`config.mk`:
```
export PLATFORM = sky130hd
export DESIGN_NAME = if_id_skid_reg
export DESIGN_NICKNAME = d
export VERILOG_FILES = /design/src/rtl/pipe_pkg.sv /design/src/rtl/sat_counter.sv /design/src/rtl/if_id_skid_reg.sv
export SDC_FILE = /design/constraint.sdc
export NUM_CORES = 1
export LEC_CHECK = 0
export CAP_MARGIN = 20
export CORE_AREA = 4 4 183 185
export CTS_CLUSTER_SIZE = 30
export DETAILED_ROUTE_END_ITERATION = 10
export DIE_AREA = 0 0 187 189
export HOLD_SLACK_MARGIN = 0.03
export SYNTH_ARGS = -nofsm -noshare
export SYNTH_HDL_FRONTEND = slang
export SYNTH_HIERARCHICAL = 1
export SYNTH_SLANG_ARGS = --single-unit
```
`constraint.sdc`:
```
create_clock -name clk -period 4.1 [get_ports clk]
set_input_delay 1.025 -clock clk [delete_from_list [all_inputs] [get_ports clk]]
set_output_delay 1.025 -clock clk [all_outputs]
set_load 0.02 [all_outputs]
```
`src/rtl/pipe_pkg.sv`:
```
// Shared pipeline-register definitions: bubble encoding and skid occupancy states.
package pipe_pkg;

  // addi x0,x0,0 -- the canonical RISC-V bubble.
  localparam logic [31:0] NOP_INST_RV = 32'h0000_0013;

  // Occupancy of a main+skid pipeline register.
  typedef enum logic [1:0] {
    EMPTY = 2'd0,
    ONE   = 2'd1,
    TWO   = 2'd2
  } skid_state_e;

endpackage

```
`src/rtl/sat_counter.sv`:
```
// Saturating up-counter for performance events; sticks at all-ones.
module sat_counter #(
  parameter int W = 16
) (
  input  logic         clk,
  input  logic         reset,
  input  logic         inc,
  output logic [W-1:0] count
);

  logic [W-1:0] count_q;
  logic [W-1:0] count_d;

  // Next count: increment on event unless already at the ceiling.
  always_comb begin
    count_d = count_q;
    if (inc && (count_q != {W{1'b1}})) begin
      count_d = count_q + W'(1);
    end
  end

  // Count register, cleared only by reset.
  always_ff @(posedge clk) begin
    if (reset) begin
      count_q <= '0;
    end else begin
      count_q <= count_d;
    end
  end

  assign count = count_q;

endmodule

```
`src/rtl/if_id_skid_reg.sv`:
```
// IF/ID pipeline register: valid/ready handshake, optional two-entry skid so
// that fetch's ready is a flop, synchronous flush to bubble, stall counter.
module if_id_skid_reg
  import pipe_pkg::*;
#(
  parameter int                INST_W   = 32,
  parameter int                ADDR_W   = 64,
  parameter logic [INST_W-1:0] NOP_INST = INST_W'(NOP_INST_RV),
  parameter int                SKID     = 1,
  parameter int                CNT_W    = 16
) (
  input  logic              clk,
  input  logic              reset,
  input  logic              flush,
  input  logic              in_valid,
  output logic              in_ready,
  input  logic [INST_W-1:0] in_inst,
  input  logic [ADDR_W-1:0] in_addr,
  output logic              out_valid,
  input  logic              out_ready,
  output logic [INST_W-1:0] out_inst,
  output logic [ADDR_W-1:0] out_addr,
  output logic [CNT_W-1:0]  stall_cnt
);

  skid_state_e       state_q, state_d;
  logic [INST_W-1:0] m_inst_q, m_inst_d;
  logic [ADDR_W-1:0] m_addr_q, m_addr_d;
  logic [INST_W-1:0] s_inst_q, s_inst_d;
  logic [ADDR_W-1:0] s_addr_q, s_addr_d;
  logic              in_ready_q, in_ready_d;

  logic m_valid;
  logic push;
  logic pop;

  assign m_valid = (state_q != EMPTY);

  // With the skid, ready comes straight from a flop; without it, ready must
  // look at decode's ready to keep full throughput from a single entry.
  assign in_ready = (SKID != 0) ? in_ready_q : (!m_valid || out_ready);

  assign push = in_valid && in_ready;
  assign pop  = m_valid && out_ready;

  // Next-state: FIFO-ordered main/skid occupancy, flush overrides handshakes.
  always_comb begin
    state_d  = state_q;
    m_inst_d = m_inst_q;
    m_addr_d = m_addr_q;
    s_inst_d = s_inst_q;
    s_addr_d = s_addr_q;
    unique case (state_q)
      EMPTY: begin
        if (push) begin
          state_d  = ONE;
          m_inst_d = in_inst;
          m_addr_d = in_addr;
        end
      end
      ONE: begin
        if (push && pop) begin
          m_inst_d = in_inst;
          m_addr_d = in_addr;
        end else if (push) begin
          // Only reachable with the skid: without it, ready implies pop here.
          state_d  = TWO;
          s_inst_d = in_inst;
          s_addr_d = in_addr;
        end else if (pop) begin
          state_d = EMPTY;
        end
      end
      TWO: begin
        // Ready is low in TWO, so a pop simply promotes the younger entry.
        if (pop) begin
          state_d  = ONE;
          m_inst_d = s_inst_q;
          m_addr_d = s_addr_q;
        end
      end
      default: state_d = EMPTY;
    endcase
    if (flush) begin
      state_d = EMPTY;
    end
    in_ready_d = (state_d != TWO);
  end

  // All storage updates; reset beats everything else.
  always_ff @(posedge clk) begin
    if (reset) begin
      state_q    <= EMPTY;
      in_ready_q <= 1'b1;
      m_inst_q   <= NOP_INST;
      m_addr_q   <= '0;
      s_inst_q   <= NOP_INST;
      s_addr_q   <= '0;
    end else begin
      state_q    <= state_d;
      in_ready_q <= in_ready_d;
      m_inst_q   <= m_inst_d;
      m_addr_q   <= m_addr_d;
      s_inst_q   <= s_inst_d;
      s_addr_q   <= s_addr_d;
    end
  end

  // Decode sees the main entry, or a clean bubble when nothing is held.
  assign out_valid = m_valid;
  assign out_inst  = m_valid ? m_inst_q : NOP_INST;
  assign out_addr  = m_valid ? m_addr_q : '0;

  sat_counter #(
    .W(CNT_W)
  ) u_stall_cnt (
    .clk   (clk),
    .reset (reset),
    .inc   (m_valid && !out_ready),
    .count (stall_cnt)
  );

endmodule
```
==> results of run 1 <==
[layout make-up]
type	instances	area, um2	share of cell area
multi-input cells	768	4767	0.3784
flip-flops and latches	211	4224	0.3353
repair buffers	230	2354	0.1868
clock buffers	32	681.9	0.05413
well taps	408	510.5	0.04052
clock inverters	8	46.29	0.003675
inverters	4	15.01	0.001192
[kinds of logic (layout without fill, tap and decap cells)]
family                   after synthesis  count (layout)  synth area share
adder cells (fa/ha/maj)                1               1          0.001327
flip-flops                           211             211            0.4479
AND/OR/NAND/NOR                      450             450            0.2232
AO/OA/AOI/OAI                        216             216            0.1706
multiplexers                          99              99            0.1056
XOR/XNOR                               2               2          0.001858
buffers and inverters                 95             274           0.04949
[state kept, by name, indices dropped and copies added, names as in the netlist]
signal / count
m_inst_q: 32
m_addr_q: 64
u_stall_cnt/count: 16
s_inst_q: 32
s_addr_q: 64
in_ready: 1
state_q: 2
[power by group through the flow]
stage	Clock, mW	Combinational [mW]	Sequential (mW)
2_1_floorplan	0	0.319	2.22
5_1_grt	2.15	0.587	2.21
6_report	1.99	0.532	2.20
3_5_place_dp	0	0.538	2.24
4_1_cts	2.07	0.540	2.20
3_3_place_gp	0	0.531	2.24
[final timing paths]
check / endpoint / slack, ns / cells after the start
worst min-delay path: s_addr_q[21] / 0.45 / 2
worst min register to register: s_addr_q[21] / 0.45 / 2
worst max-delay path: out_inst[30] / 0.41 / 4
worst max register to register: u_stall_cnt/count[11] / 1.29 / 6
[per-layer routing]
| metal | GRT usage | wire (um) | vias up |
|---|---|---|---|
| met5 | 0 | 37 | - |
| met4 | 0.02986 | 405 | 6 |
| met3 | 0.03208 | 1431 | 36 |
| met2 | 0.2395 | 12060 | 173 |
| met1 | 0.1761 | 11460 | 3654 |
| li1 | - | - | 4002 |
[layout by cell type (no fill, tap or decap), types with 2 or more instances in the layout]
cell type	n
mux2i_1	95
clkbuf_8	4
o31ai_1	6
inv_1	4
nor4_1	2
nor2b_1	4
nor2_1	102
a21oi_1	106
nor3_1	8
buf_12	7
a211oi_2	50
clkbuf_1	4
and2_1	93
nand2_1	200
or4_1	7
nand3b_1	5
nand2b_1	4
buf_4	9
o21ai_0	4
nand3_1	6
clkdlybuf4s50_1	213
o21a_1	2
xnor2_1	2
or3_1	3
and4_1	3
clkbuf_16	25
mux2_1	3
dfxtp_1	211
a211oi_1	43
clkinv_2	6
nand4_1	3
[worst max-delay path, stage by stage (launching register included)]
cell and delay (ns):
dfxtp_1 0.60, or2_2 0.20, buf_4 0.50, and2_1 0.22
clkdlybuf4s50_1 0.62
==> results.txt, run 1 <==
* Comb pwr share: 0.113
* Post-synth EDFFs: 0
- The analysis attributes to net switching a power of approximately 1.2 mW.
- The flow ran to the end, and the final reports show no timing, DRC or antenna violations.
- Start-to-end type of the worst setup path: register to output port
* Number of buffers between clock root and the deepest sink: 3
* Floorplan row count: between 60 and 70
- Number of remaining DRC errors: 0
- The first global-routing pass estimated 40970 um of wire.
- Data on the critical path is required at its endpoint by between 3 and 4 ns.
- The clock arrives with 0.01119 ns of skew.
- Of the synthesized area, sequential elements account for 0.4479.
- FF-to-FF Start: state_q[1]
* Start point of the critical path: state_q[1]
* Slew at the pin closest to its max-slew limit: around 0.96 ns
- Once routing completed, OpenROAD measured the worst setup slack at approximately 0.41 ns.
- The clock net in this run drives a total of ~210 sinks.
* Power after layout: ~4.7 mW
- Minimum setup slack after placement: about 0.78 ns
- Worst-skew pair later-pin latency: around 0.51 ns
- Fill cell instance count of the final layout: 3166
- Post-layout util: 0.3932
- Final Net Count: around 1300
- After legalization and detailed placement, the total HPWL measured around 17000 um.
* DR WL/cell: between 15 and 20 um
- For this design, the CTS-stage hold fixing added 0 buffers.
* Placeable core area: about 32000 um2
* Via count normalized by instance count: 4.739
- The number of antenna violations at the first check in global routing came to 4.
- Counting every net in the synthesized netlist gives 1176.
- Of the post-synthesis cell area, the dominant cell type holds 0.4479.
* Power Density: ~370 nW/um2
* Vias after detailed routing: ~7900
* Global-route total usage across every layer: 0.1380
- Number of standard cells in the layout, taps in and fillers out: 1661
- Total leakage power: approximately 5 nW
- The number of global-route vias before repair was 7794.
- Data arrival, critical path: around 2.7 ns
- The share of total power dissipated in the clock network is 0.422.
- Proportion of register bits with asynchronous set or reset after synthesis: 0
- Sorting the synthesized cells by area gives the leading types as dfxtp_1 45%, mux2i_1 10%, nand2_1 8.0%, a211oi_2 6.6%, and2_1 6.2%.
- Total of warnings raised by yosys: 6
* Worst hold start: s_addr_q[21]
* Clock Root Buffer: clkbuf_16
- Num ports: 215
- Routability-driven placement finished with a final weighted congestion of 0.7529.
* Starting density of the core: 0.2943
- In this run the tool buffered the top-level ports with roughly 210 buffer cells.
* Width of the die: 187 um
* Setup repair after global routing missed its margin: no
- Hold timing on the final database bottoms out at a slack of 0.4517 ns.
* Maximum fanout along the worst path: 74
- Summed over all layers, the routed wires come to 25400 um.
- CTS tree: built
- Area Growth Syn to Fin: 33.59%
* Peak VDD IR: approximately 0.00022 V
- In this run, placement finished with an instance count of between 1500 and 2000.
- Length of the first detailed-routing pass in iterations: 4
- Period Utilization, post-route: 0.8988
- Counting flops and latches in the post-synthesis netlist gives around 210.
- The total overflow left after global routing is 0.
- Area after detailed placement: roughly 12000 um2
- After synthesis the cells add up to roughly 9400 um2.
- Switching share of total power: 0.2457
* Number of antenna repair diodes: 0
* Post-Syn Area per Cell: 8.781 um2
- Synthesized netlist cell count: 1074
- Setup violations remaining at the end of the flow were counted as 0.
- Total count of max-transition violations in the final report: 0
- dfxtp_1 is the most common cell in the netlist.
* Count of final hold-check violations: 0
- Sum of negative setup slack: 0 ns
- Gates resized during post-CTS repair numbered 0.
- CTS HTree Levels: 1
- The die is approximately 190 um tall.
- Worst-case headroom to the max-slew limit: 0.3590
- STA classifies the critical path endpoint as an output port.
- The synthesized design spends more area on one cell type than any other, namely dfxtp_1.
- Crit path time final: ~3.7 ns
* Most used DFF post-synth: dfxtp_1
* Internal Power: around 3.6 mW
- Of the total power, registers draw 0.465.
- Maximum number of pins on one net before global-route repair: approximately 120
- The number of different library cells used by synthesis comes to between 40 and 50.
* Hold crit path type: register to register
* Fraction of layout cells with a size suffix above 1: 0.08939
- Across the run, the number of max-cap violations was 0.
* Finished Cell Area: approximately 13000 um2
- Maximum frequency from static timing analysis: roughly 270 MHz
- STA classifies the critical path startpoint as a register.
- By count the netlist is led by 211 x dfxtp_1, 200 x nand2_1, 106 x a21oi_1, 102 x nor2_1, 95 x mux2i_1.
* Overall die area: 35340 um2
- After clock tree synthesis, the clock-pin slew on the worst setup and hold paths is ~0.060 ns.
* Initial DRC Count: roughly 340
- Inserted Clock Buffers: 24
* Number of post-CTS setup repair buffers: 0
- Post-route antenna net violation count: 0
No activity file was read; power rests on OpenSTA's default activity.
==> run 2, diff against run 1 <==
- ABC_CLOCK_PERIOD_IN_PS: not set -> 4100
==> results of run 2 <==
Final layout, timing and power as in run 1 (identical DEF).
==> run 3, diff against run 2 <==
- SLEW_MARGIN: not set -> 20
==> results of run 3 <==
Final layout, timing and power as in run 1 (identical DEF).
